<file path="src/rtl/load_store_unit.sv">
// Load/store unit: turns byte-addressed load/store requests into 64-bit word
// accesses, with read-modify-write for narrow stores and extension for loads.
module load_store_unit #(
    parameter int unsigned ROM_WORDS = 256,
    parameter int unsigned RAM_WORDS = 256,
    parameter int unsigned ADDR_W    = 9
) (
    input  logic              clk,
    input  logic              rst,
    input  logic              req_valid,
    output logic              req_ready,
    input  logic              req_store,
    input  logic [2:0]        req_funct3,
    input  logic [63:0]       req_addr,
    input  logic [63:0]       req_wdata,
    output logic [ADDR_W-1:0] mem_addr,
    output logic              mem_re,
    output logic              mem_we,
    output logic [63:0]       mem_w_data,
    input  logic [63:0]       mem_r_data,
    output logic              resp_valid,
    input  logic              resp_ready,
    output logic [63:0]       resp_data,
    output logic              resp_fault,
    output logic [1:0]        resp_cause
);

    localparam int unsigned MEM_WORDS = ROM_WORDS + RAM_WORDS;
    localparam int unsigned HI_LSB    = ADDR_W + 3;

    typedef enum logic [2:0] {
        S_IDLE,
        S_LOAD,
        S_MERGE,
        S_WRITE,
        S_RESP
    } state_e;

    state_e            state_q, state_d;
    logic [2:0]        off_q, off_d;
    logic [ADDR_W-1:0] widx_q, widx_d;
    logic [2:0]        funct3_q, funct3_d;
    logic [63:0]       wdata_q, wdata_d;
    logic              req_ready_q, req_ready_d;
    logic              mem_re_q, mem_re_d;
    logic              mem_we_q, mem_we_d;
    logic [ADDR_W-1:0] mem_addr_q, mem_addr_d;
    logic [63:0]       mem_w_data_q, mem_w_data_d;
    logic              resp_valid_q, resp_valid_d;
    logic [63:0]       resp_data_q, resp_data_d;
    logic              resp_fault_q, resp_fault_d;
    logic [1:0]        resp_cause_q, resp_cause_d;

    logic [ADDR_W-1:0] req_widx;
    logic              addr_hi_nz;
    logic [1:0]        req_cause;
    logic [5:0]        lane_sh;
    logic [63:0]       rd_sh;
    logic [63:0]       load_ext;
    logic [63:0]       lane_mask;
    logic [63:0]       merge_val;

    assign req_widx   = req_addr[ADDR_W+2:3];
    assign addr_hi_nz = |(req_addr >> HI_LSB);

    // Fault classification of the incoming request, highest priority first.
    always_comb begin
        req_cause = 2'b00;
        if ((!req_store && req_funct3 == 3'b111) || (req_store && req_funct3[2])) begin
            req_cause = 2'b11;
        end else if ((req_funct3[1:0] == 2'd1 && req_addr[0]) ||
                     (req_funct3[1:0] == 2'd2 && |req_addr[1:0]) ||
                     (req_funct3[1:0] == 2'd3 && |req_addr[2:0])) begin
            req_cause = 2'b01;
        end else if (addr_hi_nz || (32'(req_widx) >= MEM_WORDS) ||
                     (req_store && 32'(req_widx) < ROM_WORDS)) begin
            req_cause = 2'b10;
        end
    end

    // Byte-lane selection and extension of the read word for loads.
    assign lane_sh = {off_q, 3'b000};
    assign rd_sh   = mem_r_data >> lane_sh;

    always_comb begin
        load_ext = 64'd0;
        case (funct3_q)
            3'b000:  load_ext = {{56{rd_sh[7]}}, rd_sh[7:0]};
            3'b001:  load_ext = {{48{rd_sh[15]}}, rd_sh[15:0]};
            3'b010:  load_ext = {{32{rd_sh[31]}}, rd_sh[31:0]};
            3'b011:  load_ext = rd_sh;
            3'b100:  load_ext = {56'd0, rd_sh[7:0]};
            3'b101:  load_ext = {48'd0, rd_sh[15:0]};
            3'b110:  load_ext = {32'd0, rd_sh[31:0]};
            default: load_ext = 64'd0;
        endcase
    end

    // Narrow-store merge into the word just read.
    always_comb begin
        lane_mask = 64'hFFFF_FFFF_FFFF_FFFF;
        case (funct3_q[1:0])
            2'd0:    lane_mask = 64'h0000_0000_0000_00FF;
            2'd1:    lane_mask = 64'h0000_0000_0000_FFFF;
            2'd2:    lane_mask = 64'h0000_0000_FFFF_FFFF;
            default: lane_mask = 64'hFFFF_FFFF_FFFF_FFFF;
        endcase
        merge_val = (mem_r_data & ~(lane_mask << lane_sh)) | ((wdata_q & lane_mask) << lane_sh);
    end

    // Next-state and next-output logic; outputs are decoded from the next state.
    always_comb begin
        state_d      = state_q;
        off_d        = off_q;
        widx_d       = widx_q;
        funct3_d     = funct3_q;
        wdata_d      = wdata_q;
        resp_data_d  = resp_data_q;
        resp_fault_d = resp_fault_q;
        resp_cause_d = resp_cause_q;

        case (state_q)
            S_IDLE: begin
                if (req_valid) begin
                    off_d        = req_addr[2:0];
                    widx_d       = req_widx;
                    funct3_d     = req_funct3;
                    wdata_d      = req_wdata;
                    resp_data_d  = 64'd0;
                    resp_fault_d = (req_cause != 2'b00);
                    resp_cause_d = req_cause;
                    if (req_cause != 2'b00)        state_d = S_RESP;
                    else if (!req_store)           state_d = S_LOAD;
                    else if (req_funct3[1:0] == 2'd3) state_d = S_WRITE;
                    else                           state_d = S_MERGE;
                end
            end
            S_LOAD: begin
                resp_data_d = load_ext;
                state_d     = S_RESP;
            end
            S_MERGE: state_d = S_WRITE;
            S_WRITE: state_d = S_RESP;
            S_RESP:  if (resp_ready) state_d = S_IDLE;
            default: state_d = S_IDLE;
        endcase

        req_ready_d  = (state_d == S_IDLE);
        resp_valid_d = (state_d == S_RESP);
        mem_re_d     = (state_d == S_LOAD) || (state_d == S_MERGE);
        mem_we_d     = (state_d == S_WRITE);
        mem_addr_d   = (mem_re_d || mem_we_d) ? widx_d : '0;
        mem_w_data_d = 64'd0;
        if (state_d == S_WRITE) begin
            mem_w_data_d = (state_q == S_MERGE) ? merge_val : wdata_d;
        end
    end

    always_ff @(posedge clk or posedge rst) begin
        if (rst) begin
            state_q      <= S_IDLE;
            off_q        <= 3'd0;
            widx_q       <= '0;
            funct3_q     <= 3'd0;
            wdata_q      <= 64'd0;
            req_ready_q  <= 1'b1;
            mem_re_q     <= 1'b0;
            mem_we_q     <= 1'b0;
            mem_addr_q   <= '0;
            mem_w_data_q <= 64'd0;
            resp_valid_q <= 1'b0;
            resp_data_q  <= 64'd0;
            resp_fault_q <= 1'b0;
            resp_cause_q <= 2'b00;
        end else begin
            state_q      <= state_d;
            off_q        <= off_d;
            widx_q       <= widx_d;
            funct3_q     <= funct3_d;
            wdata_q      <= wdata_d;
            req_ready_q  <= req_ready_d;
            mem_re_q     <= mem_re_d;
            mem_we_q     <= mem_we_d;
            mem_addr_q   <= mem_addr_d;
            mem_w_data_q <= mem_w_data_d;
            resp_valid_q <= resp_valid_d;
            resp_data_q  <= resp_data_d;
            resp_fault_q <= resp_fault_d;
            resp_cause_q <= resp_cause_d;
        end
    end

    assign req_ready  = req_ready_q;
    assign mem_re     = mem_re_q;
    assign mem_we     = mem_we_q;
    assign mem_addr   = mem_addr_q;
    assign mem_w_data = mem_w_data_q;
    assign resp_valid = resp_valid_q;
    assign resp_data  = resp_data_q;
    assign resp_fault = resp_fault_q;
    assign resp_cause = resp_cause_q;

endmodule

</file>
<file path="config.mk">
export PLATFORM = sky130hd
export DESIGN_NAME = load_store_unit
export DESIGN_NICKNAME = d
export VERILOG_FILES = /design/src/rtl/load_store_unit.sv
export SDC_FILE = /design/constraint.sdc
export NUM_CORES = 1
export LEC_CHECK = 0
export ABC_AREA = 1
export CAP_MARGIN = 20
export CORE_MARGIN = 3
export CORE_UTILIZATION = 28
export DETAILED_ROUTE_END_ITERATION = 8
export GPL_ROUTABILITY_DRIVEN = 0
export PLACE_DENSITY_LB_ADDON = 0.15
export SYNTH_ARGS = -nofsm -noshare
export SYNTH_HDL_FRONTEND = slang
export SYNTH_SLANG_ARGS = --single-unit
export TNS_END_PERCENT = 50
</file>
<file path="constraint.sdc">
create_clock -name clk -period 11.01 [get_ports clk]
set_input_delay 3.303 -clock clk [delete_from_list [all_inputs] [get_ports clk]]
set_output_delay 3.303 -clock clk [all_outputs]
set_load 0.01 [all_outputs]
</file>
==> run metrics <==
Max Freq=0.178 GHz; Die Height=224 um; Starting DRT DRC Count=~1500; setup slack at placement=4.77 ns; compound-gate portion of the synthesized area=between 15 and 20%; area added between synthesis and finish=35.7%; post-cts sizing count=0; wire per inst=21.8 um; GR Overflow Total=0; Clock Path Buffers=3; normalized max-slew margin=26.3%; Syn Std Cell Area=about 13000 sq um; TritonCTS clock tree=built; # fillers=5054; CTS buffer count=28; hold_ws=0.478 ns; cts hold-fix bufs=0; mux contribution to synthesized area=0.603%; Vias/cell=5.09; max_cap viols=0; Vias=14300; Synth Net Count=~2100; Worst-Margin Slew=1.10 ns; CTS sink count=226; Detail Placement HPWL=45400 um; Synth Area in Adders=0%; layout net count=2388; drc violations=0; core area=46800 sq um; share of cells above drive strength 1=about 5.8%; full die area=50100 sq um; CP Capture Type=flop; Tot GR Track Use=roughly a quarter; clock latency on the worst-skew pair=0.56 ns; Worst EP required=~12 ns; die extent in x=224 um; Ys Warns=0; share of flip-flops with an asynchronous set or reset=100%; maximum VDD drop=between 0.00009 and 0.0001 V; Post-CTS Setup Bufs=0; top_reg_cell synth=dfrtp_1; final antenna-violating net count=0; htree depth=1; XOR/XNOR Fraction of Synth Area=0%; hold depth=2; final core occ=38.6%; clk slew on worst S/H paths=0.06 ns; Fin. Hold Viols=0; Final Total Pwr=roughly 2.9 mW; Syn Area/Cell=6.91 sq um; Final min period=5.62 ns; Simple-Gate Fraction of Synth Area=between 30% and 40%; power density over cell area=162 nW/um^2; critical path class=in2reg; WL final=61300 um; skew final=0.0132 ns; first-pass GRT wire length=90600 um; largest family of logic cells by synthesized area=simple AND/OR/NAND/NOR gates; worst hold path type=reg2reg; Worst Path Arrival=6.11 ns; count of cell types in the netlist=45; sequential element share of the synthesized area=42.6%; pin count of the biggest net entering global routing=103; status=completed; LEAKAGE=8.50 nW; clk root buf=clkbuf_16; Critical Path Start Type=primary input; Setup TNS Final=0 ns; endpoints failing setup=0; Detailed Routing Iterations Pass 1=5; Syn Inst Count=1924; antenna violations before repair=10; Final WS setup=5.39 ns; Yosys reg bits=between 200 and 250; Critical Path Fanout Max=87; RSZ-0062 raised after global routing=no; fin crit share=between 50 and 60%; Reg2Reg Depth=11; # IOs=344; Rows=79; EDFF count, synth=0; Final Max Tran Viols=0; starting density of the core=28.4%; IO Port Bufs=approximately 340; vias in the first global route=14000
area by class of cell:
| cell class | instances | area (sq um) | area share (%) |
|---|---|---|---|
| antenna | 2 | 5.00 | 0.0278 |
| clock buffer | 37 | 796 | 4.41 |
| clock inverter | 12 | 195 | 1.08 |
| inverter | 141 | 538 | 2.98 |
| multi-input combinational | 1429 | 6480 | 36.0 |
| sequential | 226 | 5660 | 31.4 |
| tap | 607 | 759 | 4.21 |
| timing repair buffer | 362 | 3600 | 19.9 |
cells in the mapped netlist, types with 19 or more instances:
library cell | n | area [sq um]
nand3_1 | 95 | 475
nor2_1 | 162 | 608
o21ai_0 | 214 | 1070
o22ai_1 | 21 | 131
nand2_1 | 695 | 2610
buf_2 | 54 | 270
dfrtp_1 | 225 | 5630
clkbuf_1 | 47 | 176
o211ai_1 | 19 | 143
o21ai_1 | 22 | 110
inv_1 | 133 | 499
a21oi_1 | 64 | 320
nand2_2 | 22 | 138
layout by cell type (no fill, tap or decap), drive strengths merged, types with 2 or more instances in the layout:
| master | instances |
|---|---|
| o211ai | 20 |
| o21ai | 238 |
| nand3 | 96 |
| nor3 | 5 |
| clkinv | 8 |
| clkbuf | 37 |
| nand4 | 17 |
| a221oi | 6 |
| a21oi | 64 |
| dfrtp | 225 |
| a31oi | 11 |
| mux2i | 8 |
| diode | 2 |
| o31ai | 2 |
| clkdlybuf4s50 | 343 |
| bufinv | 5 |
| buf | 19 |
| nand3b | 2 |
| a22o | 2 |
| a21boi | 2 |
| a22oi | 14 |
| o22ai | 21 |
| or2 | 10 |
| inv | 139 |
| nand2 | 719 |
| and2 | 8 |
| nor2 | 170 |
| o21a | 12 |
final timing paths:
check	from	slack, ns	end
worst min-delay path	resp_data[26]	0.48	resp_data[26]
max in group asynchronous	rst	6.30	off_q[0]
min in group asynchronous	rst	3.22	mem_w_data[48]
worst min register to register	resp_data[26]	0.48	resp_data[26]
worst max-delay path	req_valid	5.39	resp_data[28]
worst max register to register	off_q[1]	7.18	mem_w_data[55]
state kept, by name, indices dropped and copies added, names as in the netlist:
name        flops
funct3_q        3
mem_addr        9
mem_re          1
mem_w_data     64
mem_we          1
off_q           3
req_ready       1
resp_cause      2
resp_data      64
resp_fault      1
resp_valid      1
state_q         3
wdata_q        64
widx_q          9
where the power goes:
part           internal, mW  switching, mW  leakage [nW]  total [mW]
Combinational         0.292          0.672          5.02       0.964
Clock                 0.622          0.386         0.486        1.01
Sequential            0.895         0.0465          2.99       0.942
Total                  1.81           1.10          8.50        2.91
critical path: stages:
cell and delay (ns):
clkdlybuf4s50_1 0.44, nand2_2 0.08, buf_4 0.55, inv_2 0.26, buf_4 0.46, nor2_4 0.17, buf_4 0.53, nand2_1 0.13
nand2_1 0.10
cells by family after synthesis:
kind of cell	after synthesis
simple gates	1028
mux	8
compound gates	393
buf+inv	269
flops	226
through the flow:
stage | area (sq um) | instances
after floorplan | 13300 | 1924
after global placement | 17000 | 2764
after detailed placement | 17000 | 2764
after CTS | 18000 | 2813
after global routing | 18000 | 2814
final | 18000 | 2816
layer usage:
metal  global-route usage, %  routed length [um]
met1                    32.3               26600
met2                    36.6               26500
met3                    7.30                6070
met4                    7.49                2010
met5                       0                 118
(Power assumes the default switching activity.)
